--- src/rtl/cc_pkg.sv ---
// Shared definitions for the CC pattern driver: pattern field layout,
// entry counts, error codes and the driver FSM state encoding.
package cc_pkg;

    // Packed pattern width and per-entry field widths
    localparam int PAT_W   = 223;
    localparam int COLOR_W = 3;
    localparam int POS_W   = 3;
    localparam int ACT_W   = 2;
    localparam int SCORE_W = 7;

    // Entry counts
    localparam int N_COLOR  = 36;
    localparam int N_STRIPE = 4;
    localparam int N_ACTION = 10;

    // MSB of each field group; entry 0 sits at the top of its group
    localparam int COLOR_HI      = 222;
    localparam int STRIPE_ROW_HI = 114;
    localparam int STRIPE_COL_HI = 102;
    localparam int STRIPE_TYP_HI = 90;
    localparam int ACT_ROW_HI    = 86;
    localparam int ACT_COL_HI    = 56;
    localparam int ACT_HI        = 26;
    localparam int SCORE_HI      = 6;

    // Result codes
    localparam logic [2:0] ERR_OK          = 3'd0;
    localparam logic [2:0] ERR_SCORE       = 3'd1;
    localparam logic [2:0] ERR_TIMEOUT     = 3'd2;
    localparam logic [2:0] ERR_MULTI_VALID = 3'd3;
    localparam logic [2:0] ERR_IDLE_SCORE  = 3'd4;

    typedef enum logic [2:0] {
        S_IDLE,
        S_CANDY,
        S_GAP,
        S_ACTION,
        S_WAIT,
        S_CHECK,
        S_DONE
    } state_t;

endpackage

--- src/rtl/cc_field_mux.sv ---
// Selects one color / stripe / action entry out of the latched pattern.
// Ports: pattern (latched vector), color_idx (0..35, low 2 bits pick the
// stripe entry), act_idx (0..9); outputs the selected fields plus the
// expected score. Indexes outside the valid range return 0.
module cc_field_mux
    import cc_pkg::*;
(
    input  logic [PAT_W-1:0]   pattern,
    input  logic [5:0]         color_idx,
    input  logic [3:0]         act_idx,
    output logic [2:0]         color,
    output logic [5:0]         stripe_pos,
    output logic               stripe_type,
    output logic [5:0]         act_pos,
    output logic [1:0]         action,
    output logic [SCORE_W-1:0] exp_score
);

    logic [2:0] colors [64];
    logic [5:0] s_pos  [N_STRIPE];
    logic       s_type [N_STRIPE];
    logic [5:0] a_pos  [16];
    logic [1:0] acts   [16];

    for (genvar i = 0; i < 64; i++) begin : g_color
        if (i < N_COLOR) begin : g_used
            assign colors[i] = pattern[COLOR_HI-COLOR_W*i -: COLOR_W];
        end else begin : g_pad
            assign colors[i] = '0;
        end
    end

    for (genvar i = 0; i < N_STRIPE; i++) begin : g_stripe
        assign s_pos[i]  = {pattern[STRIPE_ROW_HI-POS_W*i -: POS_W],
                            pattern[STRIPE_COL_HI-POS_W*i -: POS_W]};
        assign s_type[i] = pattern[STRIPE_TYP_HI-i];
    end

    for (genvar i = 0; i < 16; i++) begin : g_action
        if (i < N_ACTION) begin : g_used
            assign a_pos[i] = {pattern[ACT_ROW_HI-POS_W*i -: POS_W],
                               pattern[ACT_COL_HI-POS_W*i -: POS_W]};
            assign acts[i]  = pattern[ACT_HI-ACT_W*i -: ACT_W];
        end else begin : g_pad
            assign a_pos[i] = '0;
            assign acts[i]  = '0;
        end
    end

    assign color       = colors[color_idx];
    assign stripe_pos  = s_pos[color_idx[1:0]];
    assign stripe_type = s_type[color_idx[1:0]];
    assign act_pos     = a_pos[act_idx];
    assign action      = acts[act_idx];
    assign exp_score   = pattern[SCORE_HI -: SCORE_W];

endmodule

--- src/rtl/cc_pattern_driver.sv ---
// Drives one packed test pattern into the CC block and checks its score.
// Ports: clk, rst_n (async active-low), start/pattern request, busy/done/
// pass/err_code status, in_valid_1/in_valid_2/in_color/in_starting_pos/
// in_stripe/in_action CC stimulus (all registered), out_valid/out_score
// CC response.
module cc_pattern_driver
    import cc_pkg::*;
#(
    parameter int GAP_CYCLES = 2,
    parameter int TIMEOUT    = 500
) (
    input  logic               clk,
    input  logic               rst_n,
    input  logic               start,
    input  logic [PAT_W-1:0]   pattern,
    output logic               busy,
    output logic               done,
    output logic               pass,
    output logic [2:0]         err_code,
    output logic               in_valid_1,
    output logic               in_valid_2,
    output logic [2:0]         in_color,
    output logic [5:0]         in_starting_pos,
    output logic               in_stripe,
    output logic [1:0]         in_action,
    input  logic               out_valid,
    input  logic [SCORE_W-1:0] out_score
);

    localparam logic [9:0] COLOR_LAST = 10'(N_COLOR - 1);
    localparam logic [9:0] ACT_LAST   = 10'(N_ACTION - 1);
    localparam logic [9:0] STRIPE_N   = 10'(N_STRIPE);
    localparam logic [9:0] GAP_LAST   = 10'(GAP_CYCLES - 1);
    localparam logic [9:0] LAT_LAST   = 10'(TIMEOUT - 1);

    state_t             state, state_n;
    logic [9:0]         cnt, cnt_n;
    logic [PAT_W-1:0]   pat_q, pat_n;
    logic [SCORE_W-1:0] score_q, score_n;
    logic [2:0]         err_n;
    logic               pass_n;
    logic               iv1_n, iv2_n, stripe_n;
    logic [2:0]         color_n;
    logic [5:0]         pos_n;
    logic [1:0]         action_n;

    logic [2:0]         m_color;
    logic [5:0]         m_stripe_pos;
    logic               m_stripe_type;
    logic [5:0]         m_act_pos;
    logic [1:0]         m_action;
    logic [SCORE_W-1:0] m_exp_score;

    // cnt is shared: entry index in CANDY/ACTION, gap count in GAP,
    // response latency in WAIT (0 in the last in_valid_2 cycle).
    cc_field_mux u_mux (
        .pattern     (pat_q),
        .color_idx   (cnt[5:0]),
        .act_idx     (cnt[3:0]),
        .color       (m_color),
        .stripe_pos  (m_stripe_pos),
        .stripe_type (m_stripe_type),
        .act_pos     (m_act_pos),
        .action      (m_action),
        .exp_score   (m_exp_score)
    );

    assign busy = (state != S_IDLE) && (state != S_DONE);
    assign done = (state == S_DONE);

    always_ff @(posedge clk or negedge rst_n) begin
        if (!rst_n) begin
            state           <= S_IDLE;
            cnt             <= '0;
            pat_q           <= '0;
            score_q         <= '0;
            err_code        <= ERR_OK;
            pass            <= 1'b0;
            in_valid_1      <= 1'b0;
            in_valid_2      <= 1'b0;
            in_color        <= '0;
            in_starting_pos <= '0;
            in_stripe       <= 1'b0;
            in_action       <= '0;
        end else begin
            state           <= state_n;
            cnt             <= cnt_n;
            pat_q           <= pat_n;
            score_q         <= score_n;
            err_code        <= err_n;
            pass            <= pass_n;
            in_valid_1      <= iv1_n;
            in_valid_2      <= iv2_n;
            in_color        <= color_n;
            in_starting_pos <= pos_n;
            in_stripe       <= stripe_n;
            in_action       <= action_n;
        end
    end

    always_comb begin
        state_n  = state;
        cnt_n    = cnt;
        pat_n    = pat_q;
        score_n  = score_q;
        err_n    = err_code;
        pass_n   = pass;
        iv1_n    = 1'b0;
        iv2_n    = 1'b0;
        color_n  = '0;
        pos_n    = '0;
        stripe_n = 1'b0;
        action_n = '0;
        unique case (state)
            S_IDLE: begin
                if (start) begin
                    pat_n   = pattern;
                    err_n   = ERR_OK;
                    pass_n  = 1'b0;
                    cnt_n   = '0;
                    state_n = S_CANDY;
                end
            end
            S_CANDY: begin
                iv1_n   = 1'b1;
                color_n = m_color;
                if (cnt < STRIPE_N) begin
                    pos_n    = m_stripe_pos;
                    stripe_n = m_stripe_type;
                end
                if (cnt == COLOR_LAST) begin
                    cnt_n   = '0;
                    state_n = (GAP_CYCLES > 0) ? S_GAP : S_ACTION;
                end else begin
                    cnt_n = cnt + 10'd1;
                end
            end
            S_GAP: begin
                if (cnt == GAP_LAST) begin
                    cnt_n   = '0;
                    state_n = S_ACTION;
                end else begin
                    cnt_n = cnt + 10'd1;
                end
            end
            S_ACTION: begin
                iv2_n    = 1'b1;
                pos_n    = m_act_pos;
                action_n = m_action;
                if (cnt == ACT_LAST) begin
                    cnt_n   = '0;
                    state_n = S_WAIT;
                end else begin
                    cnt_n = cnt + 10'd1;
                end
            end
            S_WAIT: begin
                if (out_valid) begin
                    score_n = out_score;
                    state_n = S_CHECK;
                end else if (cnt == LAT_LAST) begin
                    err_n   = ERR_TIMEOUT;
                    pass_n  = 1'b0;
                    state_n = S_DONE;
                end else if (out_score != '0) begin
                    err_n   = ERR_IDLE_SCORE;
                    pass_n  = 1'b0;
                    state_n = S_DONE;
                end else begin
                    cnt_n = cnt + 10'd1;
                end
            end
            S_CHECK: begin
                if (out_valid) begin
                    err_n = ERR_MULTI_VALID;
                end else if (out_score != '0) begin
                    err_n = ERR_IDLE_SCORE;
                end else if (score_q != m_exp_score) begin
                    err_n = ERR_SCORE;
                end else begin
                    err_n = ERR_OK;
                end
                pass_n  = (err_n == ERR_OK);
                state_n = S_DONE;
            end
            S_DONE: begin
                state_n = S_IDLE;
            end
            default: begin
                state_n = S_IDLE;
            end
        endcase
    end

endmodule

--- config.mk ---
export PLATFORM = sky130hd
export DESIGN_NAME = cc_pattern_driver
export DESIGN_NICKNAME = d
export VERILOG_FILES = /design/src/rtl/cc_pkg.sv /design/src/rtl/cc_field_mux.sv /design/src/rtl/cc_pattern_driver.sv
export SDC_FILE = /design/constraint.sdc
export NUM_CORES = 1
export LEC_CHECK = 0
export ABC_AREA = 0
export CAP_MARGIN = 20
export CORE_ASPECT_RATIO = 0.6
export CORE_UTILIZATION = 41
export CTS_BUF_LIST = sky130_fd_sc_hd__clkbuf_16
export DETAILED_ROUTE_END_ITERATION = 7
export PLACE_DENSITY = 0.76
export SLEW_MARGIN = 20
export SYNTH_ARGS = -nofsm -noshare
export SYNTH_HDL_FRONTEND = slang
export SYNTH_SLANG_ARGS = --single-unit
--- constraint.sdc ---
create_clock -name clk -period 3.38 [get_ports clk]
set_clock_uncertainty 0.15 [all_clocks]
set_input_delay 0.507 -clock clk [delete_from_list [all_inputs] [get_ports clk]]
set_output_delay 0.507 -clock clk [all_outputs]
set_load 0.05 [all_outputs]
==> impl_metrics.tcl, run 1 <==
set metrics [dict create \
    slowest_stage "clkdlybuf4s50_1" \
    slew_viol_final 0 \
    rows 47 \
    rr_endpoint "state[0]" \
    crit_family "buffers and inverters" \
    period_share_pct 94.5 \
    die_width_um 222 \
    synth.largest_area_cell "dfrtp_1" \
    drc 0 \
    synth_most_common_cell "dfrtp_1" \
    multi_input_area_sq_mm 0.00504 \
    io_pins 254 \
    setup_violations 0 \
    postCtsSetupBuffers 0 \
    gp_congestion 0.801 \
    antenna_left 0 \
    clk_pin_slew_ns 0.06 \
    yosys-top-cells-count "dfrtp_1, mux2_2, mux4_2" \
    cts_root_buf "clkbuf_16" \
    synth_area_leaders "dfrtp_1, mux2_2, mux4_2" \
    worstPathRequired_ns 2.72 \
    maxCapViolations 0 \
    setup_ws_ns 0.185 \
    grt-ovfl-total 0 \
    wl_per_cell_um 20.8 \
    insertion_delay_ns 0.53 \
    hold_depth 2 \
    finalWirelength_mm 29.8 \
    placed_cell_area_sq_mm 0.0149 \
    max_freq_mhz 313 \
    p_leak_nw 6.33 \
    numCtsBuffers 26 \
    end_kind "output port" \
    cp.arrival_ns 2.54 \
    crit_buf_inv 1 \
    post-place-ws_ns 0.356 \
    finalSetupTns_ns 0 \
    rr_worst_depth 6 \
    final_nets 1287 \
    period_minus_slack_ns 3.19 \
    hold_class "flop to flop" \
    synth-edff-count 0 \
    synth_seq_cells 261 \
    synth-seq-area-share_pct 55.0 \
    area_growth_pct 32.3 \
    io_buffer_count 253 \
    status "finished, final reports clean" \
    vias 7606 \
    p_per_area_mw_per_mm2 893 \
    yosys_most_used_dff "dfrtp_1" \
    drt_iter0_drc 482 \
    antenna_found_initial 2 \
    cp-start-kind "flop" \
    cpPeakStageDelay_ns 0.80 \
    ys_warn_count 0 \
    holdCritStartpoint "pass" \
    clock_sinks 261 \
    synthCells 799 \
    synth_top_area_share_pct 55.0 \
    first_pass_iters 4 \
    core_sq_mm 0.0280 \
    grt_pass1_wl_mm 46.9 \
    hpwl_mm 21.3 \
    die_area_sq_mm 0.0297 \
    fill_cells 2265 \
    grt_pass1_vias 8074 \
    worstMarginPinSlew_ns 0.871 \
    cts_buffer_depth 3 \
    cp_max_fo 15 \
    r2r_slack_ns 0.65 \
    synth.avg_cell_area_sq_um 14.9 \
    worstHoldEndpoint "pass" \
    synth_nets 1035 \
    cp_cell_sequence "nor2b_1 -> or3_1 -> clkdlybuf4s50_1" \
    grt_usage_pct 20.4 \
    final_area_sq_mm 0.0157 \
    diodes 0 \
    dieHeight_um 134 \
    drive_gt1_share_pct 33.0 \
    hold_viol_final 0 \
    cts_resized 0 \
    crit_cells 3 \
    slew_headroom_pct 41.3 \
    yosysUniqueCellTypes 62 \
    path_class "flop to output port" \
    rr_startpoint "cnt[1]" \
    drt-vias-per-instance 5.29 \
    start_util_pct 42.4 \
    register_area_sq_mm 0.00654 \
    vdd_drop_max_mv 0.403 \
    rsz0062_at_grt "no" \
    h-tree-depth 1 \
    synthArstFlopShare_pct 100 \
    synth_area_sq_mm 0.0119 \
    grt_max_degree 92 \
    cts_tree "yes" \
]
## kinds of logic after synthesis
group,synth area share [%]
multiplexers,32.7
flip-flops,55.0
AND/OR/NAND/NOR,4.93
buffers and inverters,2.66
AO/OA/AOI/OAI,3.26
XOR/XNOR,1.18
adder cells (fa/ha/maj),0.211
## per-layer routing
layer	vias to the layer above	global-route usage, %	part of all wire [%]
li1	3462	-	-
met1	3902	30.5	49
met2	207	29.8	43
met3	31	5.74	7.1
met4	4	3.28	1.3
met5	-	0	0.090
## cells in the final DEF, fill, tap and decap left out, types with 9 or more instances in the layout
| cell type | Yosys | final |
|---|---|---|
| a21oi_1 | 11 | 11 |
| inv_1 | 11 | 17 |
| o22ai_1 | 9 | 9 |
| nor2_1 | 19 | 19 |
| clkdlybuf4s50_1 | 0 | 252 |
| mux2i_1 | 21 | 21 |
| nand3_1 | 11 | 11 |
| mux2_2 | 233 | 233 |
| nand2_1 | 19 | 19 |
| o21ai_0 | 9 | 9 |
| mux4_2 | 46 | 46 |
| dfrtp_1 | 261 | 259 |
| clkbuf_16 | 0 | 27 |
| xnor2_1 | 9 | 9 |
| buf_4 | 5 | 16 |
## report_power, final
part	switching (W)	internal [W]	leakage (nW)
clock	0.00121	0.00159	0.422
combinational	0.00240	0.00324	2.78
sequential	0.000921	0.00467	3.13
## worst min-delay path: stages, from the launching register on
cell     delay (ns)
dfrtp_1        0.35
nand2_1        0.05
o21ai_0        0.06
## worst max path at each step
stage / startpoint / endpoint / slack (ns)
after global routing: state[1] / busy / 0.03
after detailed placement: out_score[2] / cnt[6] / 0.36
after global placement: out_score[2] / cnt[8] / 0.41
final: state[1] / busy / 0.19
after CTS: state[1] / busy / 0.17
after floorplan: cnt[1] / state[0] / 0.81
## what timing repair did
item                       in CTS  in global routing
hold endpoints to repair       77                  0
hold buffers                    1                  0
setup endpoints to repair       0                  0
## final cells by class
| type | instances | area share [%] |
|---|---|---|
| multi-input cells | 474 | 32.1 |
| inverters | 11 | 0.263 |
| clock inverters | 20 | 0.900 |
| repair buffers | 277 | 17.9 |
| clock buffers | 27 | 4.30 |
| flip-flops and latches | 261 | 41.6 |
| well taps | 367 | 2.92 |
## registers in the layout, summed over array words and instances (netlist names)
register,cells
err_code,3
in_valid_2,1
in_action,2
cnt,10
state,3
in_color,3
pat_q,223
in_valid_1,1
in_stripe,1
pass,1
score_q,7
in_starting_pos,6
## per-stage QoR
stage	std cells	utilization, %	hold WS (ns)	power (W)
after detailed placement	1389	53.1	0.340	0.0113
final	1437	56.1	0.352	0.0140
after global routing	1437	56.1	0.369	0.0149
after global placement	1389	53.1	0.312	0.0111
after floorplan	799	-	0.0614	0.00957
after CTS	1437	56.1	0.354	0.0142
Power figures use the tool's default switching activity.
==> run 2: changes to the inputs <==
--- a/config.mk
+++ b/config.mk
@@ -9,7 +9,7 @@
 export CAP_MARGIN = 20
 export CORE_ASPECT_RATIO = 0.6
 export CORE_UTILIZATION = 41
-export CTS_BUF_LIST = sky130_fd_sc_hd__clkbuf_16
+export CTS_BUF_LIST = sky130_fd_sc_hd__clkbuf_8
 export DETAILED_ROUTE_END_ITERATION = 7
 export PLACE_DENSITY = 0.76
 export SLEW_MARGIN = 20
==> run 2 against run 1 <==
Routed wire length grew 0.26%. Sequential share of layout area grew 0.12 points. Utilization shrank 0.15 points. Clock power shrank 7.5%. Worst setup slack gained 0.026 ns. Combinational power is essentially flat. Via count grew 1.2%. Sequential cell count is the same. Cell count grew 1.4%. Largest cell class unchanged. Highest routed layer unchanged.
==> impl_metrics.tcl, run 2 (synthesis gave the netlist of run 1 again) <==
set metrics [dict create \
    status "finished, final reports clean" \
    layout_common_cells "dfrtp_1, clkdlybuf4s50_1, mux2_2" \
    grt_pass1_vias 8225 \
    layout_commonest_cell "dfrtp_1" \
    worstPathRequired_ns 2.72 \
    postCtsSetupBuffers 0 \
    vdd_drop_max_mv 0.356 \
    drive_gt1_share_pct 34.6 \
    power.share.clock_pct 18.8 \
    fill_cells 2307 \
    gp_congestion 0.801 \
    worstMarginPinSlew_ns 0.902 \
    final_area_sq_mm 0.0157 \
    die_width_um 222 \
    drc 0 \
    p_int_w 0.00926 \
    p_comb_share_pct 40.8 \
    first_pass_iters 4 \
    period_share_pct 93.8 \
    antenna_left 0 \
    p_leak_nw 6.35 \
    cp_cell_sequence "nor2b_1 -> or3_1 -> clkdlybuf4s50_1" \
    cts_tree "yes" \
    largest_register_ff_count 223 \
    hold_viol_final 0 \
    final_cell_count_no_fill 1457 \
    drt-vias-per-instance 5.28 \
    hold-worst-slack_ns 0.350 \
    p_sw_w 0.00455 \
    maxCapViolations 0 \
    cp.arrival_ns 2.51 \
    start_util_pct 42.4 \
    io_buffer_count 253 \
    area_growth_pct 31.9 \
    rows 47 \
    clock_sinks 261 \
    grt_usage_pct 20.6 \
    dieHeight_um 134 \
    slew_headroom_pct 39.2 \
    vias 7699 \
    cts_buffer_depth 3 \
    hpwl_mm 21.3 \
    path_class "flop to output port" \
    slowest_stage "clkdlybuf4s50_1" \
    cp-start-kind "flop" \
    reg.largest.list "pat_q (223), cnt (10), score_q (7)" \
    finalSetupTns_ns 0 \
    crit_buf_inv 1 \
    grt_max_degree 92 \
    cts_root_buf "clkbuf_8" \
    wl_per_cell_um 20.5 \
    period_minus_slack_ns 3.17 \
    dpl.cell_count 1389 \
    io_pins 254 \
    cpPeakStageDelay_ns 0.71 \
    h-tree-depth 2 \
    grt_pass1_wl_mm 47.0 \
    rsz0062_at_grt "no" \
    placed_cell_area_sq_mm 0.0149 \
    crit_family "buffers and inverters" \
    antenna_found_initial 2 \
    top_register "pat_q" \
    drt_iter0_drc 530 \
    max_freq_mhz 316 \
    power_frac_seq_pct 40.5 \
    end_kind "output port" \
    die_area_sq_mm 0.0297 \
    core_sq_mm 0.0280 \
    setup_violations 0 \
    fin_util_pct 55.9 \
    finalWirelength_mm 29.9 \
    insertion_delay_ns 0.56 \
    slew_viol_final 0 \
    clk_pin_slew_ns 0.06 \
    p_per_area_mw_per_mm2 882 \
    diodes 0 \
    numCtsBuffers 42 \
    hold_class "flop to flop" \
    swShare_pct 32.9 \
    cp_max_fo 14 \
    final_nets 1303 \
    grt-ovfl-total 0 \
]
==> run 2: cell count changes in the layout (fill, tap and decap cells not counted), sizes merged <==
cell | previous run | this run
clkbuf | 27 | 51
bufinv | 2 | 0
clkinv | 11 | 6
inv | 17 | 20
==> run 2: power groups by stage <==
| stage | sequential [W] | combinational [W] | clock [W] |
|---|---|---|---|
| after floorplan | 0.00546 | 0.00411 | 0 |
| final | 0.00559 | 0.00563 | 0.00259 |
| after detailed placement | 0.00563 | 0.00568 | 0 |
| after CTS | 0.00558 | 0.00571 | 0.00268 |
| after global routing | 0.00580 | 0.00608 | 0.00283 |
| after global placement | 0.00556 | 0.00557 | 0 |
==> run 2: worst reg2reg max path: stages (launching register included) <==
cell and delay (ns):
dfrtp_2 0.69, ha_1 0.31, nor4b_1 0.54, and4_1 0.38, nor3_4 0.06, a21boi_4 0.18
mux2_4 0.31
==> run 2: final cells by class <==
cell class,instances,area [sq um],area share [%]
clock buffer,51,702,4.48
multi-input combinational,474,5040,32.2
inverter,11,41.3,0.264
sequential,261,6540,41.7
clock inverter,16,71.3,0.455
tap,367,459,2.93
timing repair buffer,277,2810,17.9
==> run 2: routing by layer <==
| layer | GRT usage [%] | part of all wire (%) | wire length, um | up-vias |
|---|---|---|---|---|
| met4 | 4.98 | 1.3 | 390 | 4 |
| met1 | 30.3 | 48 | 14400 | 3944 |
| met2 | 29.6 | 43 | 12900 | 222 |
| met3 | 6.24 | 7.4 | 2230 | 42 |
| met5 | 0 | 0.090 | 27 | - |
| li1 | - | - | - | 3487 |
==> run 2: final timing paths <==
| kind | slack [ns] | to | depth (start not counted) | start |
|---|---|---|---|---|
| hold / removal | 0.35 | err_code[0] | 1 | err_code[0] |
| hold reg to reg | 0.35 | err_code[0] | 1 | err_code[0] |
| min in group asynchronous | 0.38 | in_starting_pos[0] | 2 | rst_n |
| setup reg to reg | 0.65 | state[0] | 6 | cnt[1] |
| max in group asynchronous | 1.80 | cnt[0] | 3 | rst_n |
| setup / recovery | 0.21 | busy | 3 | state[2] |
==> run 2: stage by stage <==
stage / setup slack [ns] / total power [W]
detailed placement: 0.356 / 0.0113
global placement: 0.409 / 0.0111
global route: 0.0670 / 0.0147
floorplan: 0.808 / 0.00957
CTS: 0.139 / 0.0140
finish: 0.211 / 0.0138
==> run 2: timing repair <==
item,4_1_cts,5_1_grt
hold endpoints to repair,77,0
gates resized for setup,0,1
hold buffers,1,0
setup endpoints to repair,0,1
==> run 3: changes to the inputs <==
--- a/config.mk
+++ b/config.mk
@@ -8,10 +8,11 @@
 export ABC_AREA = 0
 export CAP_MARGIN = 20
 export CORE_ASPECT_RATIO = 0.6
-export CORE_UTILIZATION = 41
+export CORE_UTILIZATION = 53
 export CTS_BUF_LIST = sky130_fd_sc_hd__clkbuf_8
 export DETAILED_ROUTE_END_ITERATION = 7
-export PLACE_DENSITY = 0.76
+export GPL_TIMING_DRIVEN = 0
+export PLACE_DENSITY = 0.92
 export SLEW_MARGIN = 20
 export SYNTH_ARGS = -nofsm -noshare
 export SYNTH_HDL_FRONTEND = slang
==> run 3 against run 2 <==
Total power rose by 1.8%. Largest power group unchanged. Combinational power is 6.4% higher. Die area fell by 22%. Largest cell class unchanged. Sequential cell count unchanged. Routed wire length rose by 8.3%. Critical endpoint unchanged.
==> impl_metrics.tcl, run 3 (synthesis gave the netlist of run 1 again) <==
set metrics [dict create \
    setup_ws_ns 0.169 \
    insertion_delay_ns 0.54 \
    power.share.clock_pct 18.3 \
    io_buffer_count 252 \
    antenna_found_initial 1 \
    cp_cell_sequence "buf_2 -> nor2b_1 -> or3_1 -> clkdlybuf4s50_1" \
    cts_buffer_depth 3 \
    die_area_sq_mm 0.0230 \
    path_class "flop to output port" \
    area_growth_pct 31.4 \
    numCtsBuffers 40 \
    slew_headroom_pct 40.6 \
    p_int_w 0.00927 \
    p_per_area_mw_per_mm2 901 \
    drive_gt1_share_pct 34.1 \
    grt_usage_pct 29.2 \
    power_frac_seq_pct 39.2 \
    drc 0 \
    clock_sinks 261 \
    antenna_left 0 \
    setup_violations 0 \
    rsz0062_at_grt "no" \
    top_register "pat_q" \
    vdd_drop_max_mv 0.437 \
    hpwl_mm 23.8 \
    p_comb_share_pct 42.6 \
    clk_pin_slew_ns 0.06 \
    drt_iter0_drc 453 \
    reg.largest.list "pat_q (223), cnt (10), score_q (7)" \
    finalWirelength_mm 32.4 \
    vias 8153 \
    gp_congestion 0.936 \
    startpoint "state[1]" \
    maxCapViolations 0 \
    max_freq_mhz 311 \
    hold_class "input pin to flop" \
    cp-start-kind "flop" \
    start_util_pct 55.2 \
    hold_viol_final 0 \
    post-place-ws_ns -0.179 \
    swShare_pct 34.1 \
    first_pass_iters 5 \
    status "finished, final reports clean" \
    cts_tree "yes" \
    rows 41 \
    finalSetupTns_ns 0 \
    io_pins 254 \
    grt_pass1_wl_mm 50.6 \
    p_sw_w 0.00479 \
    grt_pass1_vias 8773 \
    wl_per_cell_um 23.1 \
    drt-vias-per-instance 5.80 \
    core_sq_mm 0.0215 \
    period_share_pct 95.0 \
    holdCritStartpoint "out_valid" \
    cp_max_fo 10 \
    cp.arrival_ns 2.55 \
    worstPathRequired_ns 2.72 \
    period_minus_slack_ns 3.21 \
    grt_max_degree 96 \
    largest_register_ff_count 223 \
    fill_cells 1422 \
    slowest_stage "clkdlybuf4s50_1" \
    end_kind "output port" \
    slew_viol_final 0 \
    cts_root_buf "clkbuf_8" \
    cpPeakStageDelay_ns 0.79 \
    layout_commonest_cell "dfrtp_1" \
    p_leak_nw 6.46 \
    dieHeight_um 118 \
    grt-ovfl-total 0 \
    h-tree-depth 2 \
    layout_common_cells "dfrtp_1, clkdlybuf4s50_1, mux2_2" \
    rr_startpoint "cnt[1]" \
    final_nets 1333 \
    die_width_um 195 \
    worstMarginPinSlew_ns 0.889 \
]
## run 3: final cells by class
| cell class | count | area [sq um] | area share (%) |
|---|---|---|---|
| Multi-Input combinational cell | 474 | 5030 | 32.3 |
| Clock inverter | 23 | 118 | 0.754 |
| Sequential cell | 261 | 6530 | 41.9 |
| Clock buffer | 47 | 647 | 4.15 |
| Inverter | 11 | 41.3 | 0.265 |
| Antenna cell | 1 | 2.50 | 0.0160 |
| Buffer | 53 | 277 | 1.77 |
| Timing Repair Buffer | 256 | 2600 | 16.7 |
| Tap cell | 279 | 349 | 2.24 |
## run 3: final timing paths
kind	end	slack (ns)	depth (start not counted)
worst min register to register	err_code[0]	0.33	1
max in group asynchronous	pat_q[147]	1.37	4
worst max register to register	in_starting_pos[3]	0.18	6
min in group asynchronous	in_starting_pos[3]	0.39	2
worst min-delay path	err_code[1]	0.23	3
worst max-delay path	busy	0.17	4
## run 3: power by group through the flow
stage | registers, W | logic [W] | clock network, W
after floorplan | 0.00546 | 0.00411 | 0
after global placement | 0.00543 | 0.00574 | 0
after detailed placement | 0.00553 | 0.00592 | 0
after CTS | 0.00549 | 0.00596 | 0.00261
after global routing | 0.00568 | 0.00638 | 0.00277
final | 0.00551 | 0.00599 | 0.00257
## run 3: metal layers
metal | global-route usage, % | wire length, um
met5 | 0 | 0
met4 | 6.59 | 405
met3 | 7.94 | 2910
met2 | 43.5 | 14600
met1 | 42.6 | 14500
## run 3: per-stage QoR
step                      power (W)  instance area, sq um  cells  utilization, %  hold WS, ns
final                        0.0141                 15600   1405            72.6        0.226
after global routing         0.0148                 15600   1404            72.6        0.223
after CTS                    0.0141                 15600   1403            72.5        0.196
after detailed placement     0.0115                 14800   1332            68.9        0.324
after global placement       0.0112                 14700   1330            68.6        0.312
after floorplan             0.00957                 11900    799               -       0.0614
## run 3: timing repair
item	in CTS	in global routing
hold buffers	1	0
endpoints found under the hold margin	73	0
setup buffers	0	1
resized for setup	1	2
endpoints found under the setup margin	10	10
gates cloned	0	0
## run 3: worst max-delay path: cells and delay by family (launching register included)
kind | cells | cell delay [ns]
flops | 1 | 0.47
simple gates | 2 | 0.50
buf+inv | 2 | 1.04
